## src/rtl/uart_rx_param.sv

```systemverilog
// uart_rx_param -- parametrised UART receiver with a one-word holding register.
//
// Purpose: receives asynchronous serial frames (start, DATA_BITS data bits LSB
// first, optional parity bit, one stop bit) sampled at mid-bit. It filters
// start-bit glitches and flags parity and framing errors. Each received word
// is offered on a valid/ready handshake. A sticky overrun flag records any
// word that was dropped because the holding register was still full.
//
// Parameters:
//   CLKS_PER_BIT  sysclk cycles per serial bit (>= 4)
//   DATA_BITS     data bits per frame (5..9)
//   PARITY        0 = none, 1 = odd, 2 = even
//
// Ports:
//   sysclk       in   clock, rising edge
//   reset        in   synchronous, active-high reset
//   UART_RX      in   asynchronous serial line, idle high
//   enable       in   receiver enable; low aborts any frame in progress
//   rx_data      out  received word
//   rx_valid     out  holding register full
//   rx_ready     in   consumer accepts the word when rx_valid && rx_ready
//   parity_err   out  parity mismatch for the word in rx_data
//   frame_err    out  stop bit was sampled low for the word in rx_data
//   overrun      out  sticky: a completed word was dropped
//   clr_overrun  in   clears overrun (a new overrun in the same cycle wins)
//   busy         out  receiver FSM is not idle
module uart_rx_param #(
  parameter int CLKS_PER_BIT = 434,
  parameter int DATA_BITS    = 8,
  parameter int PARITY       = 0
) (
  input  logic                 sysclk,
  input  logic                 reset,
  input  logic                 UART_RX,
  input  logic                 enable,
  output logic [DATA_BITS-1:0] rx_data,
  output logic                 rx_valid,
  input  logic                 rx_ready,
  output logic                 parity_err,
  output logic                 frame_err,
  output logic                 overrun,
  input  logic                 clr_overrun,
  output logic                 busy
);

  localparam int             CW       = $clog2(CLKS_PER_BIT);
  localparam logic [CW-1:0]  HALF_M1  = CW'(CLKS_PER_BIT / 2 - 1);
  localparam logic [CW-1:0]  FULL_M1  = CW'(CLKS_PER_BIT - 1);
  localparam logic [3:0]     LAST_BIT = 4'(DATA_BITS - 1);

  typedef enum logic [2:0] {
    S_IDLE, S_START, S_DATA, S_PAR, S_STOP, S_WAIT_HIGH
  } state_t;

  // Two-flop synchroniser; both flops sit at the idle line level in reset.
  logic sync1_q, rxs_q;

  state_t                 state_q, state_d;
  logic [CW-1:0]          cnt_q, cnt_d;
  logic [3:0]             bit_q, bit_d;
  logic [DATA_BITS-1:0]   shift_q, shift_d;
  logic                   perr_q, perr_d;
  logic                   load, load_ferr, hs;

  logic [DATA_BITS-1:0]   data_q;
  logic                   valid_q, perr_out_q, ferr_q, ovr_q, busy_q;

  always_ff @(posedge sysclk) begin
    if (reset) begin
      sync1_q <= 1'b1;
      rxs_q   <= 1'b1;
    end else begin
      sync1_q <= UART_RX;
      rxs_q   <= sync1_q;
    end
  end

  always_comb begin
    state_d   = state_q;
    cnt_d     = cnt_q + 1'b1;
    bit_d     = bit_q;
    shift_d   = shift_q;
    perr_d    = perr_q;
    load      = 1'b0;
    load_ferr = 1'b0;
    case (state_q)
      S_IDLE: begin
        cnt_d = '0;
        // The cycle that first sees the line low is count 0, so the START
        // state begins at count 1 and the mid-start sample lands at t0+N/2-1.
        if (enable && !rxs_q) begin
          state_d = S_START;
          cnt_d   = CW'(1);
        end
      end
      S_START: begin
        if (cnt_q == HALF_M1) begin
          cnt_d   = '0;
          bit_d   = '0;
          // Line already back high at mid-start: treat as a glitch.
          state_d = rxs_q ? S_IDLE : S_DATA;
        end
      end
      S_DATA: begin
        if (cnt_q == FULL_M1) begin
          cnt_d   = '0;
          shift_d = {rxs_q, shift_q[DATA_BITS-1:1]};
          bit_d   = bit_q + 1'b1;
          if (bit_q == LAST_BIT) begin
            state_d = (PARITY != 0) ? S_PAR : S_STOP;
          end
        end
      end
      S_PAR: begin
        if (cnt_q == FULL_M1) begin
          cnt_d   = '0;
          // XOR over data and parity bit is 1 for a good odd frame, 0 for even.
          perr_d  = (PARITY == 1) ? ~(^shift_q ^ rxs_q) : (^shift_q ^ rxs_q);
          state_d = S_STOP;
        end
      end
      S_STOP: begin
        if (cnt_q == FULL_M1) begin
          cnt_d     = '0;
          load      = 1'b1;
          load_ferr = ~rxs_q;
          // A low stop bit may be a break; wait for the line to idle before
          // accepting another start edge.
          state_d   = rxs_q ? S_IDLE : S_WAIT_HIGH;
        end
      end
      S_WAIT_HIGH: begin
        cnt_d = '0;
        if (rxs_q) state_d = S_IDLE;
      end
      default: begin
        cnt_d   = '0;
        state_d = S_IDLE;
      end
    endcase
    if (!enable) begin
      state_d = S_IDLE;
      cnt_d   = '0;
      load    = 1'b0;
    end
  end

  assign hs = valid_q && rx_ready;

  always_ff @(posedge sysclk) begin
    if (reset) begin
      state_q    <= S_IDLE;
      cnt_q      <= '0;
      bit_q      <= '0;
      shift_q    <= '0;
      perr_q     <= 1'b0;
      data_q     <= '0;
      valid_q    <= 1'b0;
      perr_out_q <= 1'b0;
      ferr_q     <= 1'b0;
      ovr_q      <= 1'b0;
      busy_q     <= 1'b0;
    end else begin
      state_q <= state_d;
      cnt_q   <= cnt_d;
      bit_q   <= bit_d;
      shift_q <= shift_d;
      perr_q  <= perr_d;
      busy_q  <= (state_d != S_IDLE);

      // A load is accepted when the register is empty or being emptied now.
      if (load && (!valid_q || hs)) begin
        data_q     <= shift_q;
        perr_out_q <= (PARITY != 0) ? perr_q : 1'b0;
        ferr_q     <= load_ferr;
        valid_q    <= 1'b1;
      end else if (hs) begin
        valid_q <= 1'b0;
      end

      if (load && valid_q && !hs) begin
        ovr_q <= 1'b1;
      end else if (clr_overrun) begin
        ovr_q <= 1'b0;
      end
    end
  end

  assign rx_data    = data_q;
  assign rx_valid   = valid_q;
  assign parity_err = perr_out_q;
  assign frame_err  = ferr_q;
  assign overrun    = ovr_q;
  assign busy       = busy_q;

endmodule
```

## config.mk

```make
export PLATFORM = sky130hd
export DESIGN_NAME = uart_rx_param
export DESIGN_NICKNAME = d
export VERILOG_FILES = /design/src/rtl/uart_rx_param.sv
export SDC_FILE = /design/constraint.sdc
export NUM_CORES = 1
export LEC_CHECK = 0
export ABC_AREA = 1
export BUFFER_PORTS_ARGS = -buffer_cell sky130_fd_sc_hd__buf_2
export CAP_MARGIN = 10
export CORE_AREA = 5 5 67 84
export CTS_BUF_LIST = sky130_fd_sc_hd__clkbuf_8
export DETAILED_ROUTE_END_ITERATION = 10
export DIE_AREA = 0 0 72 89
export SETUP_SLACK_MARGIN = 0.05
export SLEW_MARGIN = 0
export SYNTH_ARGS = -nofsm -noshare
export SYNTH_HDL_FRONTEND = slang
export SYNTH_SLANG_ARGS = --single-unit
export TNS_END_PERCENT = 10
```

## constraint.sdc

```tcl
create_clock -name sysclk -period 2.4 [get_ports sysclk]
set_clock_uncertainty 0.05 [all_clocks]
set_input_delay 0.48 -clock sysclk [delete_from_list [all_inputs] [get_ports sysclk]]
set_output_delay 0.48 -clock sysclk [all_outputs]
set_load 0.005 [all_outputs]
```

* After elaboration in Yosys (flattened, before gate mapping)
Cells that the tools add are included.
** Storage, ports and cells
- Output and inout port bits :: 13
- Bits of input ports :: 6
- Logic and storage cells :: 70
- Register bits after elaboration :: 38
** Operators by class
- Reduce and logical (&&, ||, !) cells :: 18
- Equal/unequal tests :: 10
- Bitwise operators :: 2
- Muxes and demuxes :: 27
- $add $sub $neg :: 2
** Operators by type and width (number)
- 2-to-1 mux 3 bit :: 9
- one-hot mux 9 bit (3 select lines) :: 1
- 2-to-1 mux 9 bit :: 2
- one-hot mux 3 bit (6 select lines) :: 1
- 2-to-1 mux 1 bit :: 10
- adder 9 x 1 -> 9 bit, second input constant :: 1
- equality test 9 x 8 -> 1 bit, second input constant :: 1
- equality test 9 bit, second input constant :: 1
- 2-to-1 mux 4 bit :: 2
- one-hot mux 4 bit (2 select lines) :: 1
- equality test 3 x 2 -> 1 bit, second input constant :: 2
- equality test 3 bit, second input constant :: 2
- nonzero test 2 bit :: 3
- logical AND 1 bit :: 5
- adder 4 x 1 -> 4 bit, second input constant :: 1
- equality test 4 x 3 -> 1 bit, second input constant :: 1
- != test 2 bit, second input constant :: 2
- equality test 3 x 1 -> 1 bit, second input constant :: 1
- logical NOT 1 bit :: 3
- logical NOT 3 bit :: 1
- AND reduction 3 bit :: 1
- nonzero test 3 bit :: 1
- OR reduction 3 bit :: 1
- 2-to-1 mux 2 bit :: 1
- 4 further kinds :: 5

* Logic depth before layout (Yosys ltp)
- Word-level depth :: 7
- Mapped depth :: 11

* Least setup slack after synthesis
No wires, ideal clock.
- Kind :: register to register
- Start point :: reg cnt_q[0]
- End point :: reg ferr_q (netlist: frame_err)
- Setup slack :: 0.888 ns
- Buffers on the path :: 1
- Arrival :: 1.349 ns
- Clock period less this slack :: 1.512 ns
- Stages on the path, launching flop included :: 10
- Cell sequence :: dfxtp_1 -> ha_1 -> nand2_1 -> nor2_2 -> nand2_4 -> nor2_4 -> nand2_2 -> buf_6 -> o21ai_1 -> nor2_1
** On the way
- Word-level cells in the longest chain between the ends :: 5
- Elaborated cells between the ends (all ways) :: 7
** RTL lines
- start, declared :: RTL line 59 : logic [CW-1:0] cnt_q, cnt_d;
- start signal, assigned :: RTL line 165 : cnt_q <= cnt_d;
- equality test 9 bit (*) :: RTL line 123 : if (cnt_q == FULL_M1) begin
- 2-to-1 mux 1 bit :: RTL line 123
- 2-to-1 mux 1 bit :: RTL line 86 : case (state_q)
- 2-to-1 mux 1 bit :: RTL line 141 : if (!enable) begin
- logical AND 1 bit :: RTL line 172 : if (load && (!valid_q || hs)) begin
- end signal, assigned :: RTL line 175 : ferr_q <= load_ferr;
- end, declared :: RTL line 66 : logic valid_q, perr_out_q, ferr_q, ovr_q, busy_q;
Mark *: on every way between the ends. The rest lies on a longest branch, timed or not.
A chain may end at the register's enable or synchronous reset.

* Final worst setup path
- Start point :: reg cnt_q[0]
- End point :: reg data_q[4] (netlist: rx_data[4])
** On the way
- Word-level cells in the longest chain between the ends :: 5
** RTL lines
- equality test 9 bit :: RTL line 123
- 2-to-1 mux 1 bit :: RTL line 123
- 2-to-1 mux 1 bit :: RTL line 86
- 2-to-1 mux 1 bit :: RTL line 141
- logical AND 1 bit :: RTL line 172
- end signal, assigned :: RTL line 173 : data_q <= shift_q;
- end, declared :: RTL line 65 : logic [DATA_BITS-1:0] data_q;
No other way between the ends.

==> flow_metrics.py <==
metrics = {
    "floorplanning": {
        "die_y_um": 89,
        "start_util_pct": 39.3,
        "die_x_um": 72,
        "coreArea_um2": 4690,
        "rows": 28,
        "dieArea_um2": 6410,
        "io_pins": 19,
    },
    "finish": {
        "multi_input_area_um2": 895,
        "drive_gt1_share_pct": 22.7,
        "fillers": 509,
        "antenna_cells": 0,
        "layout_common_cells": "44 x nand2_1, 43 x nor2_1, 38 x dfxtp_1",
        "layout_commonest_cell": "nand2_1",
        "seq_area_um2": 761,
        "fin_cells": 333,
        "nets": 282,
        "syn_to_final_growth_pct": 14.3,
    },
    "cts": {
        "ctsHtreeMaxLevel": 2,
        "clock_path_buffers": 2,
        "clk_pin_slew_ps": 80,
        "cts_tree": "yes",
        "clkLatencyLatePin_ps": 290,
        "cts_inserted_buffers": 5,
        "root_buffer": "clkbuf_8",
        "post-cts-setup-buffers": 0,
        "cts_sinks": 38,
        "hold_buffers": 0,
        "ctsResizeCount": 0,
    },
    "status": {
        "status": "complete, no violations",
    },
    "sta": {
        "fmax_ghz": 0.584,
        "holdWs_ps": 333,
        "tns_ps": 0,
        "fin_ws_ps": 688,
        "maxSlewViolCount": 0,
        "layout_min_cycle_time_ps": 1710,
        "finalHoldViolCount": 0,
        "setup_viol": 0,
        "fin_crit_sh_pct": 71.3,
        "rsz0062_at_grt": "false",
    },
    "routing": {
        "avgViaCountPerCell": 4.60,
        "drt-total-wl_um": 3540,
        "wl_per_cell_um": 10.6,
        "route.detailed.drc": 0,
        "detail-route-antenna-nets": 0,
        "firstDrtPassIters": 4,
        "initialDrtViolationCount": 68,
        "vias": 1531,
    },
    "power_and_ir_drop": {
        "powerDensity_nw_per_um2": 632,
        "p_leak_nw": 0.994,
        "power_mw": 1.33,
        "irDropWorstVdd_v": 0.000286,
    },
    "synth": {
        "synth_area_per_cell_um2": 7.32,
        "ys_seq_area_share_pct": 41.2,
        "synthDistinctLibCells": 28,
        "synth_flop_cell": "dfxtp_1",
        "yosys.area_share.adder_pct": 2.71,
        "synth_top_family_by_area": "simple AND/OR/NAND/NOR gates",
        "yosysWarnings": 0,
        "synth_mux_area_share_pct": 0,
        "synthSimpleGateAreaFrac_pct": 33.8,
        "syn_area_um2": 1840,
        "synth_area_leader_cell": "dfxtp_1",
        "synth_top_area_share_pct": 41.2,
        "ys_seq_elements": 38,
        "synth_edf_count": 0,
        "yosys-top-cells-area": "dfxtp_1 41%, nand2_1 9.0%, nor2_1 8.8%",
        "synth-async-reset-ratio_pct": 0,
        "synth_compound_area_share_pct": 9.43,
        "syn-num-nets": 262,
        "synthXorXnorAreaFrac_pct": 2.37,
        "postSynthCellCount": 252,
    },
    "critical_path": {
        "start_kind": "flip-flop",
        "cp.arrival_ps": 1900,
        "r2r-start": "cnt_q[0]$_SDFF_PP0_",
        "reg2reg_slack_ps": 690,
        "crit_type": "flip-flop to flip-flop",
        "r2r_end": "rx_data[4]$_SDFFE_PP0P_",
        "cp.required_ps": 2590,
        "worstSetupEndpointType": "flip-flop",
        "crit_path_max_fanout": 11,
        "reg2reg_depth": 9,
    },
    "global_route": {
        "antenna_found_initial": 0,
        "grt_max_degree": 16,
        "grt-busiest-layer": "met2",
        "grtUsageMet3_pct": 3.60,
        "grt_overflow": 0,
        "grt_pass1_vias": 1492,
        "use_met2_pct": 21.6,
        "grt_use_met1_pct": 13.7,
        "grt_pass1_wl_um": 6300,
        "grt_use_total_pct": 12.5,
    },
    "run": {
        "drv_cap": 0,
    },
    "placed_design": {
        "port_buffers": 17,
        "pre_cts_ws_ps": 672,
        "placed_cells": 325,
        "dp_hpwl_um": 2620,
        "place_congestion": 0.887,
    },
    "hold_path": {
        "hold_path.class": "input port to flip-flop",
        "worstHoldStart": "UART_RX",
        "worstHoldPathCells": 2,
        "min_to": "sync1_q$_SDFF_PP1_",
    },
}
worst max-delay path: stages, from the launching register on:
cell,delay [ps]
dfxtp_1,440
ha_1,230
nand2_1,70
nor2_2,150
nand2_4,90
nor2_4,130
nand2_2,140
inv_2,200
o21bai_1,80
nor2_1,80
flip-flops by register name (all words and copies together), names as in the netlist:
name and cells:
sync1_q 1, rx_valid 1, shift_q 8, rxs_q 1, busy 1, state_q 3, bit_q 4, overrun 1
frame_err 1, cnt_q 9, rx_data 8
layer usage:
| layer | wire length, um | up-vias |
|---|---|---|
| li1 | - | 822 |
| met1 | 1550 | 671 |
| met2 | 1720 | 30 |
| met3 | 185 | 8 |
| met4 | 89 | 0 |
| met5 | 0 | - |
Yosys cell counts, types with 3 or more instances:
cell type,n
inv_1,28
a21oi_2,4
dfxtp_1,38
xor2_1,4
nand3_1,14
o21bai_1,4
nor2_1,43
nor2_2,4
ha_1,4
inv_2,10
buf_6,3
nand2_2,7
nand4_1,8
o21ai_0,8
a21oi_1,10
nand2_1,44
how the worst max path moves through the flow:
stage / from / endpoint / slack, ps / cells past startpoint
6_report: cnt_q[0]$_SDFF_PP0_ / rx_data[4]$_SDFFE_PP0P_ / 690 / 9
5_1_grt: cnt_q[0]$_SDFF_PP0_ / rx_data[7]$_SDFFE_PP0P_ / 550 / 9
4_1_cts: cnt_q[0]$_SDFF_PP0_ / rx_data[4]$_SDFFE_PP0P_ / 660 / 9
3_5_place_dp: cnt_q[0]$_SDFF_PP0_ / rx_data[4]$_SDFFE_PP0P_ / 670 / 9
3_3_place_gp: cnt_q[0]$_SDFF_PP0_ / rx_data[6]$_SDFFE_PP0P_ / 740 / 9
2_1_floorplan: cnt_q[0]$_SDFF_PP0_ / frame_err$_SDFFE_PP0P_ / 890 / 9
area by class of cell:
| cell class | count | area share [%] |
|---|---|---|
| inverter | 38 | 6.77 |
| multi-input combinational | 171 | 42.4 |
| clock buffer | 6 | 3.92 |
| tap | 60 | 3.56 |
| clock inverter | 2 | 2.85 |
| timing repair buffer | 18 | 4.39 |
| sequential | 38 | 36.1 |
per-stage QoR:
stage / util [%] / instance area, um2
2_1_floorplan: - / 1840
4_1_cts: 44.9 / 2110
3_3_place_gp: 41.9 / 1970
3_5_place_dp: 41.9 / 1970
6_report: 44.9 / 2110
5_1_grt: 44.9 / 2110
power by group:
part | internal [mW] | switching (mW) | leakage, nW
Clock | 0.443 | 0.224 | 0.0714
Combinational | 0.0113 | 0.0191 | 0.616
Sequential | 0.633 | 0.00177 | 0.307
logic make-up (layout without fill, tap and decap cells):
logic type / Yosys count / in the layout
other: 1 / 1
and+or+nand+nor: 132 / 132
buffers and inverters: 43 / 64
xor gates and xnor gates: 5 / 5
DFF: 38 / 38
AOI/OAI and AO/OA: 29 / 29
adders and majority gates: 4 / 4
(Power assumes the default switching activity.)
